File: src/rtl/cla_nibble_serial_adder.sv
// Serial WIDTH-bit adder: one 4-bit carry-lookahead nibble per cycle,
// registered carry between nibbles, valid/ready on both sides.

// 4-bit flattened lookahead: every carry is a two-level g/p product term.
module cla_nibble (
  input  logic [3:0] a,
  input  logic [3:0] b,
  input  logic       ci,
  output logic [3:0] s,
  output logic       c3,
  output logic       c4
);
  logic [3:0] g, p;
  logic       c1, c2;

  // generate/propagate, lookahead carries and nibble sum
  always_comb begin
    g  = a & b;
    p  = a ^ b;
    c1 = g[0] | (p[0] & ci);
    c2 = g[1] | (p[1] & g[0]) | (p[1] & p[0] & ci);
    c3 = g[2] | (p[2] & g[1]) | (p[2] & p[1] & g[0]) | (p[2] & p[1] & p[0] & ci);
    c4 = g[3] | (p[3] & g[2]) | (p[3] & p[2] & g[1]) | (p[3] & p[2] & p[1] & g[0])
       | (p[3] & p[2] & p[1] & p[0] & ci);
    s  = p ^ {c3, c2, c1, ci};
  end
endmodule

module cla_nibble_serial_adder #(
  parameter int WIDTH = 32
) (
  input  logic             clk,
  input  logic             rst,
  input  logic             in_valid,
  output logic             in_ready,
  input  logic [WIDTH-1:0] a,
  input  logic [WIDTH-1:0] b,
  input  logic             cin,
  output logic             out_valid,
  input  logic             out_ready,
  output logic [WIDTH-1:0] sum,
  output logic             cout,
  output logic             ovf,
  output logic             busy
);
  localparam int NIBBLES = WIDTH / 4;
  localparam int IDX_W   = (NIBBLES > 1) ? $clog2(NIBBLES) : 1;

  generate
    if (WIDTH < 4 || (WIDTH % 4) != 0) begin : g_bad_width
      $error("cla_nibble_serial_adder: WIDTH must be a multiple of 4 and >= 4");
    end
  endgenerate

  typedef enum logic [1:0] {IDLE, RUN, DONE} state_t;

  state_t                    state, state_nxt;
  logic [NIBBLES-1:0][3:0]   a_q, b_q, sum_q;
  logic [IDX_W-1:0]          idx;
  logic                      creg;
  logic                      last;
  logic [3:0]                nib_s;
  logic                      nib_c3, nib_c4;

  assign last = (idx == IDX_W'(NIBBLES - 1));

  cla_nibble u_cla (
    .a  (a_q[idx]),
    .b  (b_q[idx]),
    .ci (creg),
    .s  (nib_s),
    .c3 (nib_c3),
    .c4 (nib_c4)
  );

  // state register
  always_ff @(posedge clk) begin
    if (rst) state <= IDLE;
    else     state <= state_nxt;
  end

  // next state and handshake outputs
  always_comb begin
    state_nxt = state;
    in_ready  = 1'b0;
    out_valid = 1'b0;
    busy      = 1'b0;
    case (state)
      IDLE: begin
        in_ready = ~rst;
        if (in_valid) state_nxt = RUN;
      end
      RUN: begin
        busy = 1'b1;
        if (last) state_nxt = DONE;
      end
      DONE: begin
        busy      = 1'b1;
        out_valid = 1'b1;
        if (out_ready) state_nxt = IDLE;
      end
      default: state_nxt = IDLE;
    endcase
  end

  // operand latch, per-nibble sum/carry update, final flags
  always_ff @(posedge clk) begin
    if (rst) begin
      a_q   <= '0;
      b_q   <= '0;
      sum_q <= '0;
      idx   <= '0;
      creg  <= 1'b0;
      cout  <= 1'b0;
      ovf   <= 1'b0;
    end else begin
      case (state)
        IDLE: if (in_valid) begin
          a_q  <= a;
          b_q  <= b;
          creg <= cin;
          idx  <= '0;
        end
        RUN: begin
          sum_q[idx] <= nib_s;
          creg       <= nib_c4;
          idx        <= idx + IDX_W'(1);
          if (last) begin
            cout <= nib_c4;
            ovf  <= nib_c3 ^ nib_c4;
          end
        end
        default: ;
      endcase
    end
  end

  assign sum = sum_q;
endmodule

File: config.mk
export PLATFORM = sky130hd
export DESIGN_NAME = cla_nibble_serial_adder
export DESIGN_NICKNAME = d
export VERILOG_FILES = /design/src/rtl/cla_nibble_serial_adder.sv
export SDC_FILE = /design/constraint.sdc
export NUM_CORES = 1
export LEC_CHECK = 0
export CORE_UTILIZATION = 46
export DETAILED_ROUTE_END_ITERATION = 12
export PLACE_DENSITY = 0.77
export SETUP_SLACK_MARGIN = 0.5
export SYNTH_ARGS = -nofsm -noshare
export SYNTH_HDL_FRONTEND = slang
export SYNTH_SLANG_ARGS = --single-unit
File: constraint.sdc
create_clock -name clk -period 2.5 [get_ports clk]
set_input_delay 0.75 -clock clk [delete_from_list [all_inputs] [get_ports clk]]
set_output_delay 0.75 -clock clk [all_outputs]
set_load 0.01 [all_outputs]
==> summary.md, run 1 <==
### Placement
* worst setup slack after placement: -47.7 ps
* placed instance area: 6180 um^2
* HPWL after detailed placement: 8890 um
* number of input and output port buffers inserted: 105
* Cells after DPL: 756
* GPL Wtd Cong: 0.822

### Setup path
* Critical Path AT: 2710 ps
* data required time of the worst path: 2730 ps
* Register-to-Register Setup Slack: 30 ps
* number of cells on the worst reg-to-reg path: 9
* startpoint type of the worst setup path: flip-flop
* r2r endpoint: sum[18]
* Reg2Reg Launch Point: idx[0]
* critical path type: flip-flop to flip-flop
* highest net fanout along the worst path: 8
* Critical Path Sink Type: flip-flop

### Global route
* number of global-route vias before repair: 4172
* wire length of the first global-routing pass: 20500 um
* pin count of the biggest net entering global routing: 70
* number of antenna violations at the first check in global routing: 0
* GR Overflow Total: 0
* global-route usage over all layers: 23.1%

### Layout
* design area: 6640 um^2
* area growth from synthesis to layout: 37.2%
* utilization after layout: 64.6%
* most common library cell in the layout ignoring fill and taps: sky130_fd_sc_hd__nand2_1
* nets@finish: 723
* Non-Filler Instances: 785
* # diodes: 0
* total of fill cells in the finished design: 866
* most used cells in the layout excluding fill and tap cells: sky130_fd_sc_hd__nand2_1 (140), sky130_fd_sc_hd__dfxtp_1 (100), sky130_fd_sc_hd__a21oi_1 (69)
* fraction of final layout cells sized beyond drive strength 1: 19.4%

### Synth
* Mapped Area: 4840 um^2
* synthesis-stage register bit count: 104
* Syn. warnings: 0
* synthesized instance count: 538
* Avg Inst Size Synth: 8.99 um^2
* part of the Yosys area used for sequential elements: 43.0%
* xor-xnor portion of the synthesized cell area: 0.181%
* synthesized-area fraction occupied by ao, oa, aoi and oai cells: 14.0%
* combinational family with the most area after synthesis: simple AND/OR/NAND/NOR gates
* number of different library cells in the post-synthesis netlist: 52
* simple-gate share of the synthesized area: 22.6%
* mux cell area share after synthesis: 11.7%
* number of nets in the synthesized netlist: 617
* share of synthesized cell area in full adder, half adder and majority cells: 2.74%

### Clocking
* clock net sink count: 104
* clock transition at the registers of the reported paths: 110 ps
* total number of H-tree levels: 3
* clock buffers created by TritonCTS: 9
* CTS tree: yes
* buffer depth of the longest clock path: 2
* Clock Root Buffer: sky130_fd_sc_hd__clkbuf_8
* latest clock arrival within the worst-skew pair: 370 ps

### Die
* starting utilization of the core area: 47.1%
* Horiz. Die Dim: 105 um
* Std-Cell Core Area: 10300 um^2
* standard-cell rows: 37
* Die ar.: 10900 um^2
* Die Span Y: 105 um
* I/O pin count: 106

### Timing
* normalized max-slew margin: 50.5%
* unrepaired setup endpoints after global routing: true
* worst setup margin: 29.4 ps
* endpoints failing hold: 0
* number of slew-limit violations in the final report: 0
* transition time at the pin with the least slew margin: 743 ps
* worst hold-check slack: 459 ps
* minimum clock period: 2470 ps
* highest attainable clock frequency: 405 MHz
* part of the cycle the worst path needs: 98.8%
* Layout Skew: 12.6 ps
* final setup violation count: 0

### Routing
* Pre-Repair DR Iteration Count: 5
* via count: 4417
* aggregate routed wire length: 12700 um
* post-detailed-route DRC marker count: 0
* Starting DRT DRC Count: 177
* remaining number of nets flagged by the antenna check after routing: 0
* routed vias/inst: 5.63
* routed length per instance: 16.1 um

### Min path
* Worst Hold Path Cells: 2
* class of the worst hold path: flip-flop to flip-flop
* HP Start: b_q[7]
* Hold Crit Endpoint: b_q[7]

### Job
* number of maximum-capacitance constraint violations: 0

### Pwr
* Leakage Power: 0.00272 uW
* maximum VDD drop: 0.000332 V
* P per Cell Area: 524 nW/um^2

### Outcome
* status: completed

critical path, cell delays in order, from the launching register on:
cell and delay, ps:
sky130_fd_sc_hd__dfxtp_4 400, sky130_fd_sc_hd__buf_12 140, sky130_fd_sc_hd__mux4_2 510, sky130_fd_sc_hd__mux2i_2 200
sky130_fd_sc_hd__inv_1 100, sky130_fd_sc_hd__ha_4 240, sky130_fd_sc_hd__a211o_4 350, sky130_fd_sc_hd__a21oi_4 150
sky130_fd_sc_hd__buf_12 150, sky130_fd_sc_hd__o41ai_4 90
where the power goes:
part / total [uW] / internal [uW] / leakage, uW / switching, uW
clock: 993 / 377 / 0.0000850 / 615
combinational: 707 / 368 / 0.00178 / 339
sequential: 1780 / 1730 / 0.000851 / 47.4
total: 3480 / 2480 / 0.00272 / 1000
kinds of logic after synthesis:
logic type / count (synthesis)
buffers and inverters: 58
flip-flops: 104
AO/OA/AOI/OAI: 109
XOR/XNOR: 1
AND/OR/NAND/NOR: 224
adder cells (fa/ha/maj): 10
multiplexers: 32
timing repair:
action / in CTS / in global routing
pin swaps: 11 / 6
gates resized for setup: 61 / 24
setup endpoints to repair: 64 / 47
setup buffers: 8 / 4
cloned: 1 / 0
hold buffers: 0 / 0
worst max-delay path by stage:
stage / slack [ps] / from / end
finish: 30 / idx[0] / sum[18]
global route: -50 / idx[0] / sum[18]
CTS: 70 / idx[0] / sum[22]
detailed placement: -50 / idx[0] / sum[7]
global placement: 40 / idx[0] / sum[2]
floorplan: 80 / idx[0] / cout
flip-flops by register name, summed over array words and instances, names as in the netlist:
| register | cells |
|---|---|
| b_q | 32 |
| ovf | 1 |
| cout | 1 |
| idx | 3 |
| a_q | 32 |
| sum | 32 |
| state | 2 |
| creg | 1 |
cell usage after synthesis, drive strengths merged:
cell	n	area share, %
or3b	13	2.4
o32ai	1	0.18
a21oi	70	7.2
and4b	3	0.65
o2111ai	1	0.18
nand4b	1	0.18
xnor2	1	0.18
a32oi	3	0.54
o211a	1	0.21
nand2b	4	0.52
or2	1	0.13
o21ai	1	0.18
ha	9	2.3
and2	1	0.13
nand2	141	11
a311o	1	0.21
o41ai	7	1.3
and4bb	2	0.52
nor4b	1	0.49
mux4	16	8.2
and4	1	0.18
a221oi	1	0.18
mux2	6	1.4
a211o	1	0.18
nor4bb	1	0.21
nand4	19	2.5
o31ai	2	0.31
mux2i	10	2.1
nor2	22	1.8
nor2b	5	0.65
nand3	3	0.31
o21a	1	0.16
a211oi	10	1.8
a31oi	1	0.13
o211ai	8	1.2
dfxtp	104	43
and3b	1	0.18
inv	12	0.93
fa	1	0.41
clkbuf	24	1.9
nand3b	3	0.47
nor3b	2	0.52
buf	22	2.9
cell type report:
class	count	area [um^2]	area share (%)
clock buffers	10	128	1.92
clock inverters	6	52.6	0.791
inverters	12	45.0	0.678
multi-input cells	376	2750	41.3
flip-flops and latches	104	2090	31.5
well taps	136	170	2.56
repair buffers	141	1410	21.2
per-layer routing:
| layer | track usage [%] | share of wire (%) | up-vias |
|---|---|---|---|
| met5 | 0 | 0 | - |
| met4 | 5.82 | 1.9 | 0 |
| met1 | 29.6 | 44 | 2132 |
| met2 | 40.3 | 50 | 152 |
| li1 | - | - | 2108 |
| met3 | 3.99 | 4.5 | 25 |
through the flow:
step | total power (uW) | setup TNS [ps]
floorplan | 2190 | 0
global route | 3630 | -262
finish | 3480 | 0
CTS | 3460 | 0
global placement | 2410 | 0
detailed placement | 2430 | -117
No activity file was read; power rests on OpenSTA's default activity.
==> inputs of run 2 (changes only) <==
CAP_MARGIN = 30   (was not set)
PLACE_DENSITY = 0.73   (was 0.77)
==> summary.md, run 2 (synthesis results as in run 1) <==
### Outcome
* status: completed

### Placement
* number of input and output port buffers inserted: 105, unchanged
* placed instance area: 6190 um^2, about the same
* HPWL after detailed placement: 8630 um, -3.0%
* GPL Wtd Cong: 0.837, +1.9%

### Pwr
* power share of the combinational group: 19.3%, -1.0 points
* maximum VDD drop: 0.000305 V, -8.1%
* NetSw: 997 uW, -0.51%
* P per Cell Area: 537 nW/um^2, +2.5%
* internal power component: 2560 uW, +3.3%
* total design power: 3560 uW, +2.2%
* Clk pwr share: 30.7%, +2.2 points
* Sw Share: 28.0%, -0.75 points
* Leakage Power: 0.00267 uW, -1.7%
* portion of total power attributed to sequential cells: 50.0%, -1.2 points

### Global route
* GR Overflow Total: 0, unchanged
* pin count of the biggest net entering global routing: 79, +13%
* number of global-route vias before repair: 4170, -0.048%
* number of antenna violations at the first check in global routing: 0, unchanged
* wire length of the first global-routing pass: 20200 um, -1.5%
* global-route usage over all layers: 22.9%, -0.18 points

### Timing
* part of the cycle the worst path needs: 97.3%, -1.6 points
* minimum clock period: 2430 ps, -38.9 ps
* unrepaired setup endpoints after global routing: true
* transition time at the pin with the least slew margin: 816 ps, +73.2 ps
* endpoints failing hold: 0, unchanged
* number of slew-limit violations in the final report: 0, unchanged
* highest attainable clock frequency: 411 MHz, +1.6%
* normalized max-slew margin: 45.6%, -4.9 points
* worst hold-check slack: 461 ps, +2.30 ps
* Layout Skew: 12.5 ps, -0.0994 ps
* final setup violation count: 0, unchanged

### Setup path
* Critical Path Sink Type: flip-flop
* Critical Path AT: 2660 ps, -50 ps
* startpoint type of the worst setup path: flip-flop
* data required time of the worst path: 2720 ps, about the same
* critical path type: flip-flop to flip-flop
* highest net fanout along the worst path: 8, unchanged

### Layout
* most used cells in the layout excluding fill and tap cells: sky130_fd_sc_hd__nand2_1 (140), sky130_fd_sc_hd__dfxtp_1 (100), sky130_fd_sc_hd__a21oi_1 (69)
* most common library cell in the layout ignoring fill and taps: sky130_fd_sc_hd__nand2_1
* design area: 6620 um^2, -0.36%
* # diodes: 0, unchanged
* nets@finish: 725, +0.28%
* area growth from synthesis to layout: 36.7%
* fraction of final layout cells sized beyond drive strength 1: 19.0%, -0.37 points

### Clocking
* clock transition at the registers of the reported paths: 100 ps, about the same
* clock buffers created by TritonCTS: 9, unchanged
* buffer depth of the longest clock path: 2, unchanged
* latest clock arrival within the worst-skew pair: 370 ps, about the same
* clock net sink count: 104, unchanged
* Hold-fix buffers, CTS: 0, unchanged
* CTS tree: yes
* total number of H-tree levels: 3, unchanged
* Clock Root Buffer: sky130_fd_sc_hd__clkbuf_8

### Routing
* routed length per instance: 15.5 um, -3.6%
* post-detailed-route DRC marker count: 0, unchanged
* routed vias/inst: 5.41, -3.8%
* aggregate routed wire length: 12200 um, -3.4%
* via count: 4260, -3.6%
* Pre-Repair DR Iteration Count: 5, unchanged
* detailed-routed wire length on met3: 593 um, +4.0%
* Starting DRT DRC Count: 176, -0.56%
* top routing layer used: met4
* M1 WL: 5430 um, -2.2%
* remaining number of nets flagged by the antenna check after routing: 0, unchanged
* routed length on met2: 6020 um, -4.2%

### Die
* Die Span Y: 105 um, unchanged
* starting utilization of the core area: 47.1%, unchanged
* Horiz. Die Dim: 105 um, unchanged
* Die ar.: 10900 um^2, unchanged
* I/O pin count: 106, unchanged
* Std-Cell Core Area: 10300 um^2, unchanged
* standard-cell rows: 37, unchanged

### Job
* number of maximum-capacitance constraint violations: 0, unchanged

### Min path
* class of the worst hold path: flip-flop to flip-flop

-- run 2: path summary, 6_finish.rpt --
check          start  slack, ps  cells after the start      end
min          b_q[30]        460                      2  b_q[30]
max reg2reg   idx[0]         70                      9  sum[18]
min reg2reg  b_q[30]        460                      2  b_q[30]
max           idx[0]         70                      9  sum[18]
-- run 2: power groups by stage --
stage / clock [uW] / combinational (uW) / sequential (uW)
after floorplan: 0 / 391 / 1800
after global placement: 0 / 603 / 1810
after detailed placement: 0 / 618 / 1810
after CTS: 1110 / 674 / 1780
after global routing: 1180 / 739 / 1790
final: 1090 / 687 / 1780
-- run 2: stage by stage --
stage	utilization [%]	worst slack [ps]	TNS, ps	cells
4_1_cts	63.7	85.8	0	784
5_1_grt	64.4	-28.5	-118	787
3_5_place_dp	60.2	-45.2	-88.1	758
6_report	64.4	68.3	0	787
3_3_place_gp	60.2	47.8	0	758
2_1_floorplan	-	81.0	0	538
-- run 2: cell type report --
class | count | area, um^2
Clock buffer | 9 | 124
Clock inverter | 7 | 77.6
Fill cell | 900 | 3660
Inverter | 12 | 45.0
Multi-Input combinational cell | 377 | 2720
Sequential cell | 104 | 2090
Tap cell | 136 | 170
Timing Repair Buffer | 142 | 1390
-- run 2: layer usage --
layer / track usage, % / vias up
li1: - / 2108
met1: 29.7 / 1983
met2: 40.0 / 150
met3: 2.93 / 19
met4: 6.53 / 0
met5: 0 / -
-- run 2: timing repair --
action,4_1_cts,5_1_grt
pin swaps,10,10
setup endpoints to repair,67,41
gates cloned,1,0
gates resized for setup,70,15
buffers inserted,9,3
-- run 2: worst max-delay path, cell delays in order (launching register included) --
cell and delay (ps):
sky130_fd_sc_hd__dfxtp_4 380, sky130_fd_sc_hd__buf_6 120, sky130_fd_sc_hd__mux4_2 530, sky130_fd_sc_hd__mux2i_2 190, sky130_fd_sc_hd__inv_1 100, sky130_fd_sc_hd__ha_4 240
sky130_fd_sc_hd__a211o_4 360, sky130_fd_sc_hd__a21oi_4 160, sky130_fd_sc_hd__buf_12 150, sky130_fd_sc_hd__o41ai_2 80
==> inputs of run 3 (changes only) <==
ABC_AREA = 1   (was not set)
CORE_UTILIZATION = 45   (was 46)
PLACE_DENSITY = 0.72   (was 0.73)
==> summary.md, run 3 <==
### Outcome
* status: completed

### Routing
* remaining number of nets flagged by the antenna check after routing: 0, unchanged
* via count: 4468, +4.9%
* routed vias/inst: 5.07, -6.4%
* post-detailed-route DRC marker count: 0, unchanged
* Starting DRT DRC Count: 216, +23%
* Pre-Repair DR Iteration Count: 5, unchanged
* aggregate routed wire length: 11800 um, -3.1%
* routed length per instance: 13.4 um, -14%

### Setup path
* data required time of the worst path: 2770 ps, +50 ps
* number of cells on the worst reg-to-reg path: 14, +5
* startpoint type of the worst setup path: flip-flop
* Register-to-Register Setup Slack: 400 ps, +330 ps
* Critical Path Sink Type: flip-flop
* Reg2Reg Launch Point: idx[0]
* Critical Path AT: 2360 ps, -300 ps
* Critical path origin: idx[0]
* Critical Path Sink: sum[14]
* r2r endpoint: sum[14]
* highest net fanout along the worst path: 16, +8
* critical path type: flip-flop to flip-flop

### Die
* standard-cell rows: 36, -2.7%
* Horiz. Die Dim: 103 um, -1.4%
* Die Span Y: 103 um, -1.4%
* starting utilization of the core area: 46.7%, -0.41 points
* Die ar.: 10600 um^2, -2.7%
* Std-Cell Core Area: 9860 um^2, -4.0%
* I/O pin count: 106, unchanged

### Synth
* Syn. warnings: 0, unchanged
* combinational family with the most area after synthesis: simple AND/OR/NAND/NOR gates
* biggest area consumer among synthesized cells: sky130_fd_sc_hd__dfxtp_1
* Mapped Area: 4600 um^2, -4.9%
* primary flip-flop cell chosen by synthesis mapping: sky130_fd_sc_hd__dfxtp_1
* part of the Yosys area used for sequential elements: 45.2%, +2.2 points
* most repeated cell in the gate-level netlist after synthesis: sky130_fd_sc_hd__nor2_1
* synthesized instance count: 636, +18%
* Commonest cells post-synth: sky130_fd_sc_hd__nor2_1 (205), sky130_fd_sc_hd__o21ai_0 (109), sky130_fd_sc_hd__dfxtp_1 (104)
* count of flip-flops with a built-in enable after synthesis: 0, unchanged
* synthesized-area fraction occupied by ao, oa, aoi and oai cells: 18.3%, +4.3 points
* proportion of netlist area held by the largest area contributor: 45.2%, +2.2 points
* number of nets in the synthesized netlist: 715, +16%
* synthesis-stage register bit count: 104, unchanged
* number of different library cells in the post-synthesis netlist: 29, -44%
* mux cell area share after synthesis: 0%, -12 points
* xor-xnor portion of the synthesized cell area: 0.190%, +0.0093 points
* Synth async-reset ratio: 0%, unchanged
* largest cells by area after synthesis: sky130_fd_sc_hd__dfxtp_1 (45%), sky130_fd_sc_hd__nor2_1 (17%), sky130_fd_sc_hd__o21ai_0 (12%)
* Avg Inst Size Synth: 7.24 um^2, -20%
* simple-gate share of the synthesized area: 26.7%, +4.1 points
* share of synthesized cell area in full adder, half adder and majority cells: 2.88%, +0.14 points

### Global route
* wire length of the first global-routing pass: 19200 um, -4.7%
* number of global-route vias before repair: 4111, -1.4%
* pin count of the biggest net entering global routing: 65, -18%
* global-route usage over all layers: 23.3%, +0.33 points
* GR Overflow Total: 0, unchanged
* number of antenna violations at the first check in global routing: 0, unchanged

### Layout
* Non-Filler Instances: 882, +12%
* nets@finish: 823, +14%
* most common library cell in the layout ignoring fill and taps: sky130_fd_sc_hd__nor2_1
* area growth from synthesis to layout: 38.7%
* most used cells in the layout excluding fill and tap cells: sky130_fd_sc_hd__nor2_1 (202), sky130_fd_sc_hd__o21ai_0 (99), sky130_fd_sc_hd__dfxtp_1 (99)
* fraction of final layout cells sized beyond drive strength 1: 16.0%, -3.0 points
* # diodes: 0, unchanged

### Clocking
* buffer depth of the longest clock path: 2, unchanged
* total number of H-tree levels: 3, unchanged
* Clock Root Buffer: sky130_fd_sc_hd__clkbuf_8
* clock buffers created by TritonCTS: 9, unchanged
* clock transition at the registers of the reported paths: 100 ps, about the same
* latest clock arrival within the worst-skew pair: 370 ps, about the same
* clock net sink count: 104, unchanged
* CTS tree: yes

### Timing
* highest attainable clock frequency: 476 MHz, +16%
* minimum clock period: 2100 ps, -333 ps
* part of the cycle the worst path needs: 84.0%, -13 points
* TNS Setup: 0 ps, unchanged
* transition time at the pin with the least slew margin: 429 ps, -387 ps
* unrepaired setup endpoints after global routing: true
* number of slew-limit violations in the final report: 0, unchanged
* worst hold-check slack: 492 ps, +31.0 ps
* final setup violation count: 0, unchanged
* normalized max-slew margin: 71.4%, +26 points
* Layout Skew: 10.3 ps, -2.27 ps
* endpoints failing hold: 0, unchanged

### Pwr
* P per Cell Area: 968 nW/um^2, +80%
* Leakage Power: 0.00281 uW, +5.3%
* maximum VDD drop: 0.000493 V, +62%

### Placement
* GPL Wtd Cong: 0.843, +0.63%
* number of input and output port buffers inserted: 105, unchanged
* HPWL after detailed placement: 8050 um, -6.7%
* Cells after DPL: 848, +12%

### Min path
* class of the worst hold path: flip-flop to flip-flop

### Job
* number of maximum-capacitance constraint violations: 0, unchanged

## run 3: logic make-up (layout without fill, tap and decap cells)
family                     after synthesis  count (layout)
buffers and inverters                   76             188
and+or+nand+nor                        286             287
adders and majority gates               10              10
xor gates and xnor gates                 1               1
DFF                                    104             104
AOI/OAI and AO/OA                      159             159
## run 3: how the worst min path moves through the flow
stage / startpoint / end / slack [ps] / cells past startpoint
after global routing: a_q[14] / a_q[14] / 510 / 2
after CTS: state[0] / state[0] / 490 / 2
after detailed placement: a_q[0] / a_q[0] / 470 / 2
final: a_q[15] / a_q[15] / 490 / 2
after floorplan: a_q[10] / a_q[10] / 450 / 2
after global placement: a_q[28] / a_q[28] / 460 / 2
## run 3: timing repair
action,4_1_cts,5_1_grt
setup buffers,15,2
hold buffers,0,0
resized for setup,82,25
pin swaps,20,12
gates cloned,1,0
setup endpoints to repair,68,41
endpoints found under the hold margin,0,0
## run 3: power breakdown
group / switching (uW) / internal, uW / leakage [uW]
Clock: 608 / 381 / 0.0000907
Sequential: 209 / 2010 / 0.000856
Combinational: 1790 / 1180 / 0.00187
## run 3: worst max-delay path: stages (launching register included)
cell and delay, ps:
sky130_fd_sc_hd__dfxtp_4 400, sky130_fd_sc_hd__buf_8 160, sky130_fd_sc_hd__nor2_2 90, sky130_fd_sc_hd__nor2_2 40
sky130_fd_sc_hd__o21ai_1 100, sky130_fd_sc_hd__o21ai_1 100, sky130_fd_sc_hd__nor2_2 170, sky130_fd_sc_hd__inv_2 60
sky130_fd_sc_hd__ha_4 170, sky130_fd_sc_hd__nor2_1 180, sky130_fd_sc_hd__nand2_2 140, sky130_fd_sc_hd__nand3b_4 150
sky130_fd_sc_hd__nand3_1 90, sky130_fd_sc_hd__o211ai_1 100, sky130_fd_sc_hd__inv_1 60
## run 3: metal layers
metal  vias up  wire [um]  track usage, %
met3        24        561            3.86
met5         -          0               0
met4         0        253            8.99
li1       2293          -               -
met2       126       5620            38.5
met1      2025       5410            30.4
## run 3: final cells by class
type	instances	area, um^2
clock buffer	10	128
clock inverter	6	52.6
fill	850	3480
inverter	41	171
multi-input combinational	457	2480
sequential	104	2100
tap	133	166
timing repair buffer	131	1290
## run 3: through the flow
step / cell area [um^2] / setup slack [ps] / util, % / power (uW)
floorplan: 4710 / 484 / - / 4050
global placement: 5850 / -153 / 59.3 / 4640
detailed placement: 5850 / -118 / 59.3 / 4720
CTS: 6280 / 438 / 63.6 / 5940
global route: 6380 / 253 / 64.7 / 6650
finish: 6380 / 401 / 64.7 / 6180
